### src/rtl/uart_frame_gen.sv
// UART frame generator fed by a small valid/ready FIFO; frames leave back to back.
// Each FIFO entry carries a flag that inverts that frame's parity bit.
module uart_frame_gen #(
    parameter int FREQ_CLK   = 100000000,
    parameter int BAUD       = 115200,
    parameter int DATA_BITS  = 8,
    parameter int PARITY     = 0,
    parameter int STOP_BITS  = 1,
    parameter int FIFO_DEPTH = 4
) (
    input  logic                        Clk,
    input  logic                        Rst,
    input  logic [DATA_BITS-1:0]        Data_In,
    input  logic                        Parity_Err_In,
    input  logic                        Valid_In,
    output logic                        Ready_Out,
    output logic                        TXD,
    output logic                        Busy,
    output logic                        Frame_Done,
    output logic [$clog2(FIFO_DEPTH):0] Fifo_Count
);
    localparam int BIT_CYCLES = FREQ_CLK / BAUD;
    localparam int BAUD_W = (BIT_CYCLES < 2) ? 1 : $clog2(BIT_CYCLES);
    localparam int BITC_W = $clog2(DATA_BITS + 1);
    localparam int PTR_W  = $clog2(FIFO_DEPTH);
    localparam logic [BAUD_W-1:0] BAUD_LAST = BAUD_W'(BIT_CYCLES - 1);
    localparam logic [BAUD_W-1:0] BAUD_PRE  = BAUD_W'(BIT_CYCLES - 2);
    localparam logic [BITC_W-1:0] DATA_LAST = BITC_W'(DATA_BITS - 1);
    localparam logic [BITC_W-1:0] STOP_LAST = BITC_W'(STOP_BITS - 1);
    localparam logic [PTR_W:0]    FULL_CNT  = (PTR_W + 1)'(FIFO_DEPTH);

    if (BIT_CYCLES < 2) begin : g_bad_baud
        $error("uart_frame_gen: FREQ_CLK/BAUD must be at least 2");
    end
    if (DATA_BITS < 5 || DATA_BITS > 9) begin : g_bad_data
        $error("uart_frame_gen: DATA_BITS must be 5..9");
    end
    if (PARITY < 0 || PARITY > 2) begin : g_bad_parity
        $error("uart_frame_gen: PARITY must be 0, 1 or 2");
    end
    if (STOP_BITS < 1 || STOP_BITS > 2) begin : g_bad_stop
        $error("uart_frame_gen: STOP_BITS must be 1 or 2");
    end
    if (FIFO_DEPTH < 2 || (FIFO_DEPTH & (FIFO_DEPTH - 1)) != 0) begin : g_bad_depth
        $error("uart_frame_gen: FIFO_DEPTH must be a power of two >= 2");
    end

    typedef enum logic [2:0] {ST_IDLE, ST_START, ST_DATA, ST_PARITY, ST_STOP} state_t;

    state_t              state;
    logic [BAUD_W-1:0]   baud_cnt;
    logic [BITC_W-1:0]   bit_cnt;
    logic [DATA_BITS-1:0] shreg;
    logic                par_bit;

    logic [DATA_BITS:0]  fifo_mem [FIFO_DEPTH];
    logic [PTR_W-1:0]    wr_ptr, rd_ptr;
    logic [PTR_W:0]      count;
    logic [DATA_BITS:0]  head;
    logic                push, pop, baud_last, stop_last, shift_en;

    function automatic logic parity_of(input logic [DATA_BITS-1:0] d, input logic inject);
        logic p;
        p = ^d;
        if (PARITY == 1) p = ~p;
        return p ^ inject;
    endfunction

    assign Ready_Out  = (count != FULL_CNT);
    assign Fifo_Count = count;
    assign push       = Valid_In && Ready_Out;
    assign head       = fifo_mem[rd_ptr];
    assign baud_last  = (baud_cnt == BAUD_LAST);
    assign stop_last  = (bit_cnt == STOP_LAST);
    // The next frame is fetched from IDLE or in the very last stop-bit clock.
    assign pop        = (count != '0) &&
                        ((state == ST_IDLE) || (state == ST_STOP && baud_last && stop_last));
    assign shift_en   = baud_last && (state == ST_START || state == ST_DATA);

    always_ff @(posedge Clk or posedge Rst) begin
        if (Rst) begin
            wr_ptr <= '0;
            rd_ptr <= '0;
            count  <= '0;
        end else begin
            if (push) wr_ptr <= wr_ptr + 1'b1;
            if (pop)  rd_ptr <= rd_ptr + 1'b1;
            case ({push, pop})
                2'b10:   count <= count + 1'b1;
                2'b01:   count <= count - 1'b1;
                default: count <= count;
            endcase
        end
    end

    always_ff @(posedge Clk) begin
        if (push) fifo_mem[wr_ptr] <= {Parity_Err_In, Data_In};
        if (pop) begin
            shreg   <= head[DATA_BITS-1:0];
            par_bit <= parity_of(head[DATA_BITS-1:0], head[DATA_BITS]);
        end else if (shift_en) begin
            shreg   <= {1'b0, shreg[DATA_BITS-1:1]};
        end
    end

    always_ff @(posedge Clk or posedge Rst) begin
        if (Rst) begin
            state      <= ST_IDLE;
            baud_cnt   <= '0;
            bit_cnt    <= '0;
            TXD        <= 1'b1;
            Busy       <= 1'b0;
            Frame_Done <= 1'b0;
        end else begin
            Frame_Done <= 1'b0;
            if (state != ST_IDLE) baud_cnt <= baud_last ? '0 : baud_cnt + 1'b1;
            case (state)
                ST_IDLE: begin
                end
                ST_START: if (baud_last) begin
                    TXD     <= shreg[0];
                    bit_cnt <= '0;
                    state   <= ST_DATA;
                end
                ST_DATA: if (baud_last) begin
                    if (bit_cnt == DATA_LAST) begin
                        bit_cnt <= '0;
                        if (PARITY != 0) begin
                            TXD   <= par_bit;
                            state <= ST_PARITY;
                        end else begin
                            TXD   <= 1'b1;
                            state <= ST_STOP;
                        end
                    end else begin
                        TXD     <= shreg[0];
                        bit_cnt <= bit_cnt + 1'b1;
                    end
                end
                ST_PARITY: if (baud_last) begin
                    TXD   <= 1'b1;
                    state <= ST_STOP;
                end
                ST_STOP: begin
                    // Registered one clock early so the pulse lands in the final clock.
                    if (stop_last && baud_cnt == BAUD_PRE) Frame_Done <= 1'b1;
                    if (baud_last) begin
                        if (stop_last) begin
                            state <= ST_IDLE;
                            Busy  <= 1'b0;
                        end else begin
                            bit_cnt <= bit_cnt + 1'b1;
                        end
                    end
                end
                default: state <= ST_IDLE;
            endcase
            if (pop) begin
                TXD      <= 1'b0;
                state    <= ST_START;
                baud_cnt <= '0;
                bit_cnt  <= '0;
                Busy     <= 1'b1;
            end
        end
    end
endmodule

### config.mk
export PLATFORM = sky130hd
export DESIGN_NAME = uart_frame_gen
export DESIGN_NICKNAME = d
export VERILOG_FILES = /design/src/rtl/uart_frame_gen.sv
export SDC_FILE = /design/constraint.sdc
export NUM_CORES = 1
export LEC_CHECK = 0
export ABC_AREA = 1
export ABC_CLOCK_PERIOD_IN_PS = 2200
export BUFFER_PORTS_ARGS = -buffer_cell sky130_fd_sc_hd__buf_2
export CAP_MARGIN = 0
export CORE_ASPECT_RATIO = 0.9
export CORE_UTILIZATION = 40
export CTS_BUF_LIST = sky130_fd_sc_hd__clkbuf_8
export CTS_CLUSTER_DIAMETER = 100
export DETAILED_ROUTE_END_ITERATION = 8
export PLACE_DENSITY = 0.65
export SLEW_MARGIN = 25
export SYNTH_ARGS = -nofsm -noshare
export SYNTH_HDL_FRONTEND = slang
export SYNTH_SLANG_ARGS = --single-unit
### constraint.sdc
create_clock -name Clk -period 2.2 [get_ports Clk]
set_clock_uncertainty 0.15 [all_clocks]
set_input_delay 0.11 -clock Clk [delete_from_list [all_inputs] [get_ports Clk]]
set_output_delay 0.11 -clock Clk [all_outputs]
set_load 0.02 [all_outputs]
==> results by group <==
Outcome
  • Status: complete, no violations

Logic synthesis
  • Count leader, synth: nand2_1
  • Leading area contributor after synthesis: edfxtp_1
  • Post-synthesis async set-or-reset flop share: 0.403
  • EDFF count, synth: 40
  • Top post-synthesis cells by area: edfxtp_1 (37%), dfrtp_1 (20%), nand2_1 (9.8%)
  • Synth Flop Type: edfxtp_1
  • Synth top area share: 0.366
  • Synth cell count leaders: nand2_1 (86), nor2_1 (42), edfxtp_1 (40), inv_1 (35), dfrtp_1 (26)
  • Synth cell types: 33
  • Post-synth net total: 370
  • Syn Std Cell Area: 0.00328 mm2
  • Syn_area_per_cell: 9.44 um2
  • Post-synthesis cell count: 348
  • Synth Warn #: 0
  • Post-synthesis sequential element count: 67
  • Sequential area share after synthesis: 0.572

Floorplan
  • Ports: 19
  • Initial Util: 0.425
  • Cell Rows: 30
  • Die width: 97.5 um
  • Die Y: 88.0 um
  • Core Area: 0.00773 mm2
  • Die area: 0.00858 mm2

Global routing
  • Largest net degree at the start of global routing: 28
  • Initial antenna violation count: 0
  • Vias in the first global route: 2322
  • First-pass GRT wire length: 10.6 mm
  • GRT Residual Overflow: 0
  • Total GRT Usage: 0.162

Timing
  • Slew margin rel.: 0.685
  • Slew Limit Fails: 0
  • Top achievable clock speed: 461 MHz
  • Fin Setup TNS: 0 ps
  • Worst slew pin tran: 472 ps
  • RSZ-0062 raised after global routing: yes
  • Final Hold Fails: 0
  • Hold WS: 60.0 ps
  • Final setup vio count: 0
  • Final Cycle Share: 0.985
  • Tmin final: 2170 ps

CTS
  • CTS tree: built
  • Reg clk slew, reported paths: 80 ps
  • Clock Tree Root: clkbuf_8
  • # clock sinks: 67
  • Htree depth: 3
  • TritonCTS buffer count: 9
  • Worst-Skew Late Latency: 350 ps
  • Max Root-Sink Buffers: 2

Worst setup path
  • WS Path Type: reg -> reg
  • Arrival time at the worst endpoint: 2250 ps
  • CP startpoint kind: flop
  • Crit-path max FO: 4
  • CP Capture Type: flop
  • WP data required: 2280 ps

Drt
  • Residual DRC: 0
  • TritonRoute pass-1 iters: 5
  • Via count: 2462
  • Final antenna-violating net count: 0
  • DR WL/cell: 12.3 um
  • First DRT Iteration DRCs: 160
  • DR vias/cell: 4.78
  • Total Wirelength: 6.35 mm

Final layout
  • Antenna fix cells: 0
  • Net count, final: 436
  • Area grow syn2layout: 23.7%
  • Design area: 0.00406 mm2
  • Layout fillers: 678
  • Layout cell share with drive strength beyond 1: 0.241

Pwr
  • Power Total: 5.17 mW
  • Pwr/cell area: 1270 mW/mm2
  • Peak supply drop: 0.000744 V
  • Leakage power: 1.85 nW

Placement
  • IO Port Bufs: 17
  • Area after DPL: 0.00369 mm2
  • Dpl hpwl: 4.30 mm
  • GPL Wtd Cong: 0.788

Hold path
  • Hold Crit Class: in -> async

Job
  • Max_cap viols: 0
==> state kept, by name, indices dropped and copies added (netlist names), 2 cells and up <==
name        flops
rd_ptr          2
fifo_mem       32
wr_ptr          2
Fifo_Count      3
baud_cnt       10
shreg           8
state           3
bit_cnt         4
==> logic make-up after synthesis <==
logic type	Yosys count	synth area share
AOI/OAI and AO/OA	40	0.0663
xor gates and xnor gates	10	0.0267
adders and majority gates	10	0.0404
buffers and inverters	46	0.0609
DFF	67	0.572
and+or+nand+nor	175	0.234
==> layer usage <==
metal | global-route usage | wire length, um | vias up | part of all wire
met3 | 0.0439 | 272 | 8 | 0.043
li1 | - | - | 1276 | -
met4 | 0.0775 | 90 | 0 | 0.014
met1 | 0.207 | 3140 | 1123 | 0.49
met5 | 0 | 0 | - | 0
met2 | 0.257 | 2850 | 55 | 0.45
==> cells in the final DEF (no fill, tap or decap), types with 2 or more instances in the layout <==
cell / n
a21oi_1: 4
a21oi_2: 2
buf_2: 17
buf_4: 35
clkbuf_8: 9
dfrtp_1: 26
dlygate4sd3_1: 9
edfxtp_1: 40
ha_1: 6
ha_4: 2
inv_1: 32
inv_2: 6
inv_6: 5
nand2_1: 85
nand2_2: 7
nand2_4: 2
nand3_1: 24
nand3_2: 2
nand3b_1: 3
nor2_1: 40
nor2_2: 4
nor2_4: 3
nor3_1: 2
o21ai_0: 21
o21ai_1: 4
o22ai_1: 7
xnor2_1: 5
xor2_1: 5
==> stage by stage <==
stage,setup WS [ps],util,instances
6_report,32.7,0.525,515
5_1_grt,-126,0.525,515
4_1_cts,0.212,0.517,510
3_5_place_dp,-22.1,0.477,484
3_3_place_gp,8.32,0.477,484
2_1_floorplan,-78.9,-,348
==> where the power goes <==
group	total, mW	internal (mW)	leakage, nW	switching (mW)
Clock	1.08	0.543	0.102	0.534
Sequential	1.93	1.75	0.712	0.180
Combinational	2.16	0.864	1.04	1.30
Total	5.17	3.15	1.85	2.01
==> layout make-up <==
cell class              instances  area (um2)  share of cell area
flip-flops and latches         67        1880               0.462
multi-input cells             235        1260               0.310
repair buffers                 62         449               0.111
inverters                      39         151              0.0373
clock buffers                   9         124              0.0305
well taps                      96         120              0.0296
clock inverters                 7        81.3              0.0200
==> worst max-delay path, stage by stage (launching register included) <==
cell and delay, ps:
dfrtp_1 430, nor2_4 200, nand2_4 70, nor2_4 90, nand3_2 80, nand2_2 100, nand2_4 60, clkinv_4 50
ha_4 110, inv_2 40, fa_2 340, a21oi_2 130, o21ai_1 80, xnor2_1 120
==> final timing paths <==
path,depth (start not counted),startpoint,slack [ps],end
min in group Clk,4,Valid_In,110,Fifo_Count[0]
worst min-delay path,3,Rst,60,Fifo_Count[0]
worst max register to register,13,state[1],30,Fifo_Count[2]
worst min register to register,2,Busy,350,Busy
max in group asynchronous,4,Rst,1240,TXD
worst max-delay path,13,state[1],30,Fifo_Count[2]
==> repair_timing <==
| item | 4_1_cts | 5_1_grt |
|---|---|---|
| hold buffers | 9 | 0 |
| endpoints found under the hold margin | 58 | 0 |
| resized for setup | 1 | 8 |
| pin swaps | 1 | 9 |
| buffers inserted | 1 | 5 |
| setup endpoints to repair | 1 | 2 |
Note: power is estimated with default switching activity, not from simulation.
